## src/rtl/csr_test_sequencer.sv

```systemverilog
// csr_test_sequencer
//
// Autonomous master for the memory-checker CSR slave. Accepts one test
// command (three parameter words), writes them to CSR addresses 1..3, sets
// the start bit (address 0), polls the done flag (address 4) every
// POLL_GAP idle cycles, burst-reads the ten result words (addresses 5..14)
// and presents them as one result record.
//
// Optional feature macro: CSR_SEQ_TIMEOUT_EN
//   defined   : a saturating 16-bit poll counter aborts the test after
//               TIMEOUT_POLLS unsuccessful done-flag reads (res_timeout_o=1,
//               res_data_o all zero).
//   undefined : polling never gives up; res_timeout_o is tied low.
//
// Handshakes (valid/ready): a transfer happens on a rising clk_sys_i edge
// where both valid and ready are high. Valid, once raised by the producer,
// is held with stable data until that transfer. cmd: cmd_valid_i/cmd_ready_o
// (host produces). res: res_valid_o/res_ready_i (sequencer produces).
//
// Ports:
//   clk_sys_i        system clock
//   rst_i            asynchronous reset, active high
//   cmd_valid_i      test command valid
//   cmd_ready_o      high only in IDLE
//   cmd_param_i      [3:1][31:0] parameter words for CSR addresses 3..1
//   avm_read_o       CSR read strobe
//   avm_write_o      CSR write strobe
//   avm_address_o    CSR word address (0 when no strobe)
//   avm_writedata_o  CSR write data (0 when no write)
//   avm_readdata_i   CSR read data, valid one cycle after avm_read_o
//   res_valid_o      result record valid, held until res_ready_i
//   res_ready_i      result consumer ready
//   res_data_o       [9:0][31:0] result words, index i = CSR address 5+i
//   res_timeout_o    record was aborted by poll timeout
//   busy_o           high in every state except IDLE

module csr_test_sequencer #(
  parameter int POLL_GAP      = 16,
  parameter int TIMEOUT_POLLS = 1024
) (
  input  logic              clk_sys_i,
  input  logic              rst_i,
  input  logic              cmd_valid_i,
  output logic              cmd_ready_o,
  input  logic [3:1][31:0]  cmd_param_i,
  output logic              avm_read_o,
  output logic              avm_write_o,
  output logic [3:0]        avm_address_o,
  output logic [31:0]       avm_writedata_o,
  input  logic [31:0]       avm_readdata_i,
  output logic              res_valid_o,
  input  logic              res_ready_i,
  output logic [9:0][31:0]  res_data_o,
  output logic              res_timeout_o,
  output logic              busy_o
);

  typedef enum logic [3:0] {
    S_IDLE      = 4'd0,
    S_WR_PARAM  = 4'd1,
    S_WR_START  = 4'd2,
    S_POLL_WAIT = 4'd3,
    S_POLL_RD   = 4'd4,
    S_POLL_CHK  = 4'd5,
    S_RD_RES    = 4'd6,
    S_RD_LAST   = 4'd7,
    S_RESULT    = 4'd8
  } state_t;

  localparam logic [15:0] GAP_LAST = 16'(POLL_GAP - 1);

  state_t state_q;
  state_t state_d;

  logic [3:1][31:0] param_q;
  logic [1:0]       wr_cnt_q;
  logic [15:0]      gap_cnt_q;
  logic [3:0]       rd_idx_q;
  logic [9:0][31:0] res_data_q;
  logic             timeout_hit;

`ifdef CSR_SEQ_TIMEOUT_EN
  localparam logic [15:0] TO_POLLS = 16'(TIMEOUT_POLLS);
  logic [15:0] poll_cnt_q;
  logic        res_timeout_q;

  // poll_cnt_q already includes the read being checked this cycle.
  assign timeout_hit   = (poll_cnt_q >= TO_POLLS);
  assign res_timeout_o = res_timeout_q;
`else
  logic [15:0] timeout_unused;
  assign timeout_unused = 16'(TIMEOUT_POLLS);
  assign timeout_hit    = 1'b0;
  assign res_timeout_o  = 1'b0;
`endif

  // State register
  always_ff @(posedge clk_sys_i or posedge rst_i) begin
    if (rst_i) state_q <= S_IDLE;
    else       state_q <= state_d;
  end

  // Next-state logic
  always_comb begin
    state_d = state_q;
    case (state_q)
      S_IDLE:      if (cmd_valid_i) state_d = S_WR_PARAM;
      S_WR_PARAM:  if (wr_cnt_q == 2'd2) state_d = S_WR_START;
      S_WR_START:  state_d = S_POLL_WAIT;
      S_POLL_WAIT: if (gap_cnt_q == GAP_LAST) state_d = S_POLL_RD;
      S_POLL_RD:   state_d = S_POLL_CHK;
      S_POLL_CHK: begin
        if (avm_readdata_i[0]) state_d = S_RD_RES;
        else if (timeout_hit)  state_d = S_RESULT;
        else                   state_d = S_POLL_WAIT;
      end
      S_RD_RES:    if (rd_idx_q == 4'd9) state_d = S_RD_LAST;
      S_RD_LAST:   state_d = S_RESULT;
      S_RESULT:    if (res_ready_i) state_d = S_IDLE;
      default:     state_d = S_IDLE;
    endcase
  end

  // Bus and status outputs, decoded purely from state and counters so that
  // a reset drops every strobe immediately.
  always_comb begin
    avm_read_o      = 1'b0;
    avm_write_o     = 1'b0;
    avm_address_o   = 4'd0;
    avm_writedata_o = 32'd0;
    case (state_q)
      S_WR_PARAM: begin
        avm_write_o   = 1'b1;
        avm_address_o = {2'b00, wr_cnt_q} + 4'd1;
        case (wr_cnt_q)
          2'd0:    avm_writedata_o = param_q[1];
          2'd1:    avm_writedata_o = param_q[2];
          default: avm_writedata_o = param_q[3];
        endcase
      end
      S_WR_START: begin
        avm_write_o     = 1'b1;
        avm_writedata_o = 32'h1;
      end
      S_POLL_RD: begin
        avm_read_o    = 1'b1;
        avm_address_o = 4'd4;
      end
      S_RD_RES: begin
        avm_read_o    = 1'b1;
        avm_address_o = 4'd5 + rd_idx_q;
      end
      default: ;
    endcase
  end

  assign cmd_ready_o = (state_q == S_IDLE);
  assign busy_o      = (state_q != S_IDLE);
  assign res_valid_o = (state_q == S_RESULT);
  assign res_data_o  = res_data_q;

  // Datapath: parameter latch, sub-state counters and result capture.
  always_ff @(posedge clk_sys_i or posedge rst_i) begin
    if (rst_i) begin
      param_q       <= '0;
      wr_cnt_q      <= 2'd0;
      gap_cnt_q     <= 16'd0;
      rd_idx_q      <= 4'd0;
      res_data_q    <= '0;
`ifdef CSR_SEQ_TIMEOUT_EN
      poll_cnt_q    <= 16'd0;
      res_timeout_q <= 1'b0;
`endif
    end else begin
      case (state_q)
        S_IDLE: begin
          if (cmd_valid_i) begin
            param_q       <= cmd_param_i;
            res_data_q    <= '0;
            wr_cnt_q      <= 2'd0;
            gap_cnt_q     <= 16'd0;
            rd_idx_q      <= 4'd0;
`ifdef CSR_SEQ_TIMEOUT_EN
            poll_cnt_q    <= 16'd0;
            res_timeout_q <= 1'b0;
`endif
          end
        end
        S_WR_PARAM: begin
          wr_cnt_q <= (wr_cnt_q == 2'd2) ? 2'd0 : wr_cnt_q + 2'd1;
        end
        S_POLL_WAIT: begin
          gap_cnt_q <= (gap_cnt_q == GAP_LAST) ? 16'd0 : gap_cnt_q + 16'd1;
        end
        S_POLL_RD: begin
`ifdef CSR_SEQ_TIMEOUT_EN
          if (poll_cnt_q != 16'hFFFF) poll_cnt_q <= poll_cnt_q + 16'd1;
`endif
        end
        S_POLL_CHK: begin
`ifdef CSR_SEQ_TIMEOUT_EN
          if (!avm_readdata_i[0] && timeout_hit) res_timeout_q <= 1'b1;
`endif
        end
        S_RD_RES: begin
          // Read data lags the strobe by one cycle: the word for the read
          // issued at index k-1 is captured while index k is being issued.
          if (rd_idx_q != 4'd0) res_data_q[rd_idx_q - 4'd1] <= avm_readdata_i;
          rd_idx_q <= (rd_idx_q == 4'd9) ? 4'd0 : rd_idx_q + 4'd1;
        end
        S_RD_LAST: begin
          res_data_q[9] <= avm_readdata_i;
        end
        default: ;
      endcase
    end
  end

endmodule

```

## config.mk

```make
export PLATFORM = sky130hd
export DESIGN_NAME = csr_test_sequencer
export DESIGN_NICKNAME = d
export VERILOG_FILES = /design/src/rtl/csr_test_sequencer.sv
export SDC_FILE = /design/constraint.sdc
export NUM_CORES = 1
export LEC_CHECK = 0
export ABC_AREA = 1
export CORE_MARGIN = 3
export CORE_UTILIZATION = 35
export DETAILED_ROUTE_END_ITERATION = 10
export PLACE_DENSITY = 0.73
export RECOVER_POWER = 25
export SETUP_SLACK_MARGIN = 0.4
export SYNTH_ARGS = -nofsm -noshare
export SYNTH_HDL_FRONTEND = slang
export SYNTH_SLANG_ARGS = --single-unit
```

## constraint.sdc

```tcl
create_clock -name clk_sys_i -period 36.7 [get_ports clk_sys_i]
set_input_delay 9.175 -clock clk_sys_i [delete_from_list [all_inputs] [get_ports clk_sys_i]]
set_output_delay 9.175 -clock clk_sys_i [all_outputs]
set_load 0.02 [all_outputs]
```

==> impl_metrics.csv <==
group,metric,value,unit
run_status,status,"complete, but fails checks",
run_status,violations,"max-capacitance violations, max-slew violations",
placement,place_congestion,0.865,
critical_path,cpPeakStageDelay,6.65,ns
critical_path,crit_slowest_cell,"clkbuf_1",
critical_path,worstSetupPathType,"in -> async",
critical_path,crit_required,35.04,ns
global_routing,grt_start_max_net_pins,179,
clock_tree,cts_tree,"yes",
clock_tree,htreeDepth,2,
drt,drtAntennaViolNets,0,
yosys,synthesis.area,19100,um2
power,leakage,13.1,nW
drt,detail_route.iter0.violations,1140,
sta,setup_viol,0,
power,swShare,0.357,
critical_path,arrival,19.28,ns
global_routing,globalRouteTotalUtil,0.224,
worst_hold_path,hold_start,"res_data_o[62]$_DFFE_PP0P_",
yosys,synth_compound_area_frac,0.0458,
yosys,ys_warn_count,0,
worst_hold_path,hold_path_depth,2,
yosys,async_flop_share,1.00,
sta,worst_pin_slew,9.30,ns
sta,finalCriticalPeriod,20.94,ns
critical_path,rr_worst_depth,9,
placement,hpwl,45.3,mm
clock_tree,ctsLongestPathBuffers,3,
yosys,synth.area.mux_share,0.0565,
sta,slew_headroom,-5.20,
yosys,yosysTopAreaCell,"dfrtp_1",
yosys,synth-simple-area-share,0.264,
floorplanning,fp.coreArea,53900,um2
sta,hold_viol,0,
yosys,synth.top_cells.by_count,"nand2_1 (1164), dfrtp_1 (442), mux2_1 (77)",
floorplanning,num_rows,85,
sta,setup-tns-final,0,ns
worst_hold_path,hold_path.class,"reg -> reg",
sta,drv_slew,402,
yosys,yosysMostFrequentCell,"nand2_1",
power,pwr-share-clk,0.310,
power,p_int,1.02,mW
cells_and_area,drive_gt1_frac,0.0699,
floorplanning,io_pins,494,
sta,fin_crit_sh,0.570,
clock_tree,numCtsBuffers,48,
yosys,synth-main-ff-cell,"dfrtp_1",
critical_path,cp_top_family,"buffers and inverters",
power,comb_power_share,0.304,
yosys,synth_cell_types,35,
cells_and_area,synthToLayoutAreaGrowth,37.0,%
sta,fmax,47.8,MHz
clock_tree,clkSlewWorstSetupHoldPaths,0.06,ns
drt,via_per_inst,4.95,
yosys,yosysSeqAreaShare,0.578,
critical_path,crit_chain,"dlygate4sd3_1 > clkinvlp_2 > clkbuf_1",
global_routing,antenna_found_initial,1,
cells_and_area,nFillCells,4854,
critical_path,r2r_start,"state_q[1]$_DFFE_PP0P_",
drt,drt_wl_total,65.8,mm
clock_tree,cts.sinks,442,
clock_tree,root_buffer,"clkbuf_16",
power,peakVddDrop,0.0692,mV
global_routing,overflow,0,
critical_path,path_max_fanout,178,
sta,rsz0062_at_grt,"no",
job,cap_violations,4,
yosys,synth_top_family_by_area,"simple AND/OR/NAND/NOR gates",
critical_path,cp_num_buf_inv,3,
drt,vias,16500,
clock_tree,cts_setup_buffers,0,
floorplanning,fp.dieH,240,um
placement,pre_cts_ws,24.32,ns
yosys,synthAdderAreaFrac,0.00785,
floorplanning,die_area,57500,um2
yosys,syn_nets,2275,
global_routing,grt_pass1_wl,98.5,mm
placement,port_buffers,492,
power,powerDensity,60.6,nW/um2
floorplanning,fp.dieW,240,um
yosys,syn_inst,2131,
yosys,postSynthAreaPerCell,8.97,um2
critical_path,rr_endpoint,"gap_cnt_q[0]$_DFFE_PP0P_",
critical_path,startpoint_type,"primary input",
floorplanning,start_util,0.355,
sta,clock_skew,0.0206,ns
clock_tree,holdBufCountCts,0,
yosys,synth_edf_count,0,
power,sequentialPowerShare,0.386,
yosys,synth_top_area_frac,0.578,
yosys,synth-xor-area-share,0.00321,
drt,drc,0,
critical_path,end_kind,"async pin",
clock_tree,clk_latency,0.58,ns
cells_and_area,utilization,0.486,
yosys,ys_seq_elements,442,
sta,layout_setup_ws,15.76,ns
yosys,synth_area_leaders,"dfrtp_1 (58%), nand2_1 (23%), mux2_1 (4.5%)",
cells_and_area,nets,2738,
clock_tree,cts_resized,0,
critical_path,r2r_setup_slack,30.78,ns
power,p_switching,0.567,mW
global_routing,grt_pass1_vias,16500,
worst_hold_path,whs_endpoint,"res_data_o[62]$_DFFE_PP0P_",
drt,avgRoutedWirePerCell,19.8,um
cells_and_area,antenna_cells,0,
drt,first_pass_iters,5,
-- flip-flops by register name, summed over array words and instances (netlist names) --
register,cells
param_q,96
res_data_o,320
gap_cnt_q,16
rd_idx_q,4
state_q,4
wr_cnt_q,2
-- logic make-up (layout without fill, tap and decap cells) --
logic type / count (synthesis) / in the layout
AND/OR/NAND/NOR: 1302 / 1302
flip-flops: 442 / 442
buffers and inverters: 179 / 679
multiplexers: 96 / 96
AO/OA/AOI/OAI: 92 / 92
adder cells (fa/ha/maj): 12 / 12
XOR/XNOR: 7 / 7
other: 1 / 1
-- metal layers --
metal  GRT usage  part of all wire  vias up
met4      0.0810             0.036        2
li1            -                 -     7558
met2       0.380              0.48      767
met3      0.0563             0.088      123
met5           0           0.00020        -
met1       0.278              0.39     8011
-- worst max path at each step --
stage	endpoint	start	slack, ns	cells after the start
floorplan	gap_cnt_q[0]$_DFFE_PP0P_	rst_i	15.21	1
global placement	gap_cnt_q[0]$_DFFE_PP0P_	cmd_valid_i	24.44	7
detailed placement	gap_cnt_q[0]$_DFFE_PP0P_	cmd_valid_i	24.32	7
CTS	avm_writedata_o[14]	wr_cnt_q[0]$_DFFE_PP0P_	23.99	7
global route	res_data_o[17]$_DFFE_PP0P_	rst_i	13.29	3
finish	res_data_o[17]$_DFFE_PP0P_	rst_i	15.76	3
-- worst reg2reg max path, delay by kind of cell, from the launching register on --
kind / cells / cell delay, ns
simple gates: 5 / 3.69
buf+inv: 3 / 1.55
flops: 1 / 0.49
compound gates: 1 / 0.09
-- power groups by stage --
stage                     Clock (mW)  Sequential (mW)  Combinational (mW)
after floorplan                    0            0.616               0.302
after global placement             0            0.615               0.473
after detailed placement           0            0.619               0.484
after CTS                      0.501            0.611               0.486
after global routing           0.521            0.621               0.526
final                          0.492            0.612               0.483
-- stage by stage --
step / instances / power [mW] / hold WS (ns) / cell area, um2
detailed placement: 3240 / 1.10 / 0.457 / 24600
floorplan: 2131 / 0.918 / 0.464 / 19100
global route: 3327 / 1.67 / 0.483 / 26200
global placement: 3240 / 1.09 / 0.453 / 24600
CTS: 3327 / 1.60 / 0.472 / 26200
finish: 3327 / 1.59 / 0.465 / 26200
-- cells in the final DEF (no fill, tap or decap), drive strengths merged --
cell           netlist  layout
a21oi               37      37
a22o                 1       1
a31oi               31      31
a32o                 1       1
buf                 62      22
bufinv               0       2
clkbuf              40      68
clkdlybuf4s50        0     402
clkinv               1      13
clkinvlp             0       6
conb                 1       1
dfrtp              442     442
dlygate4sd3          0      90
ha                  12      12
inv                 76      76
mux2                96      96
nand2             1179    1179
nand3               37      37
nand3b               2       2
nand4               17      17
nor2                60      60
nor3                 7       7
o21ai               13      13
o21bai               1       1
o221ai               1       1
o22ai                7       7
xnor2                1       1
xor2                 6       6
-- layout make-up --
| type | instances | area, um2 | share of cell area |
|---|---|---|---|
| Multi-Input combinational cell | 1510 | 7240 | 0.277 |
| Inverter | 77 | 290 | 0.0111 |
| Timing Repair Buffer | 515 | 5090 | 0.194 |
| Sequential cell | 442 | 11100 | 0.422 |
| Clock buffer | 67 | 1440 | 0.0551 |
| Clock inverter | 20 | 189 | 0.00721 |
| Tap cell | 696 | 871 | 0.0332 |
No activity file was read; power rests on OpenSTA's default activity.
==> variant: new RTL, same settings <==
Add a define of `CSR_SEQ_TIMEOUT_EN`.
--- a/src/rtl/csr_test_sequencer.sv
+++ b/src/rtl/csr_test_sequencer.sv
@@ -34,4 +34,6 @@
 //   res_timeout_o    record was aborted by poll timeout
 //   busy_o           high in every state except IDLE
+
+`define CSR_SEQ_TIMEOUT_EN
 
 module csr_test_sequencer #(
Function: not settled (the Yosys comparison gave no result); the edit may change what the design does.
==> variant against the unedited design <==
The flow still finishes with violations (capacitance limit, slew limit). Register-to-register slack improved by 2.1 ns. Non-clock buffer count fell by 3. Cell area grew 3.1%. Sequential power rose by 2%. Utilization barely moved. Wire length up 5.1%. Power grew 0.31%. Final cell count grew 6.5%. Area after synthesis is 4.0% higher. Sequential cell count is 17 higher. Setup slack improved by 0.52 ns. Largest cell class unchanged. Highest routed layer unchanged.
==> variant: results (changes against the unedited design) <==
share of post-route cells with drive strength above 1=7.88% (+0.88 points); violations in the final reports=capacitance limit, slew limit; proportion of cell area spent on the clock network=6.18% (-0.050 points); storage element area=11,500 um2 (+3.8%); transition time at the pin with the least slew margin=8.21 ns (-1.09 ns); met2 usage in global routing=37.2% (-0.76 points); net count reported at finish=2,902 (+6.0%); number of H-tree branching levels=2 (unchanged); Static Leak=13.7 nW (+4.5%); overall routed net length=69,200 um (+5.1%); Max Cap Violations=2 (-2); layout multi-input combinational cell count=1,606 (+6.4%); CP Data Arrival Time=19.04 ns (-0.24 ns); CTS Sinks=459 (+3.8%); Num CTS Buffers=50 (+4.2%); post-synthesis share of cell area spent on xor and xnor gates=0.308% (-0.012 points); longest individual stage delay on the worst path=5.95 ns (-0.70 ns); Worst VDD drop=0.0000640 V (-7.6%); run status=finished, violations left; pins over their slew limit=288 (-28%); clock skew after layout=0.0207 ns (+0.000107 ns); via total after detailed routing=17,100 (+3.7%); leading post-synthesis cells by instance count=sky130_fd_sc_hd__nand2_1 (1,183), sky130_fd_sc_hd__dfrtp_1 (459), sky130_fd_sc_hd__mux2_2 (96), sky130_fd_sc_hd__inv_1 (91), sky130_fd_sc_hd__nand3_1 (89); Syn-to-layout area delta=35.9%; area after detailed placement=25,400 um2 (+3.1%); number of buffers outside the clock class in the layout=512 (-0.58%); fill cell total of the finished layout=5,240 (+8.0%); Syn Nets=2,440 (+7.3%); share of synthesized area occupied by flip-flops and latches=57.8% (-0.073 points); Power, Total=1.59 mW (+0.31%); met3 capacity usage during global routing=6.51% (+0.88 points); Avg Vias per Cell=4.82 (-2.6%); number of clock-tree buffers in the layout=72 (+7.5%); number of unique standard cell types used by synthesis=37 (+5.7%); Routed met1 length=27,900 um (+7.6%); Total GRT Usage=22.8% (+0.32 points); syn avg cell area=8.67 um2 (-3.4%); number of antenna violations at the first check in global routing=3 (+2); share of synthesized flip-flops with an asynchronous set or reset=100% (unchanged); worst slack after detailed placement=23.89 ns (-0.431 ns); global-route wire length before repair=104,000 um (+5.4%); antenna fix cells=2 (+2); P_sw=0.552 mW (-2.8%); adder-cell area share of the yosys netlist=0.881% (+0.096 points); count of placed standard cells including taps=3,452 (+6.5%); synth top area cells=sky130_fd_sc_hd__dfrtp_1 (58%), sky130_fd_sc_hd__nand2_1 (22%), sky130_fd_sc_hd__mux2_2 (5.4%); post-detailed-placement half-perimeter wirelength=47,100 um (+4.0%); Initial DRC Count=1,330 (+17%); vias in the first global route=16,600 (+0.84%); Clk. pwr=0.511 mW (+4%); met3 routed wirelength=7170 um (+24%)
[variant: cell count changes in the layout (fill, tap and decap cells not counted), moves of 29 or more]
cell                       change
sky130_fd_sc_hd__a21oi_4      -31
sky130_fd_sc_hd__mux2_2       +77
sky130_fd_sc_hd__mux2_1       -77
sky130_fd_sc_hd__nand3_1      +52
sky130_fd_sc_hd__o21ai_0      +29
sky130_fd_sc_hd__clkinv_1     +30
sky130_fd_sc_hd__nor2_1       +29
[variant: path summary, 6_finish.rpt]
kind / startpoint / to / slack, ns / cells after the start
hold / removal: res_data_o[52] / res_data_o[52] / 0.46 / 2
hold reg to reg: res_data_o[52] / res_data_o[52] / 0.46 / 2
setup reg to reg: state_q[2] / res_data_o[30] / 32.93 / 9
min in group asynchronous: rst_i / res_data_o[90] / 10.75 / 2
max in group clk_sys_i: state_q[2] / avm_writedata_o[5] / 23.73 / 4
setup / recovery: rst_i / res_data_o[224] / 16.29 / 3
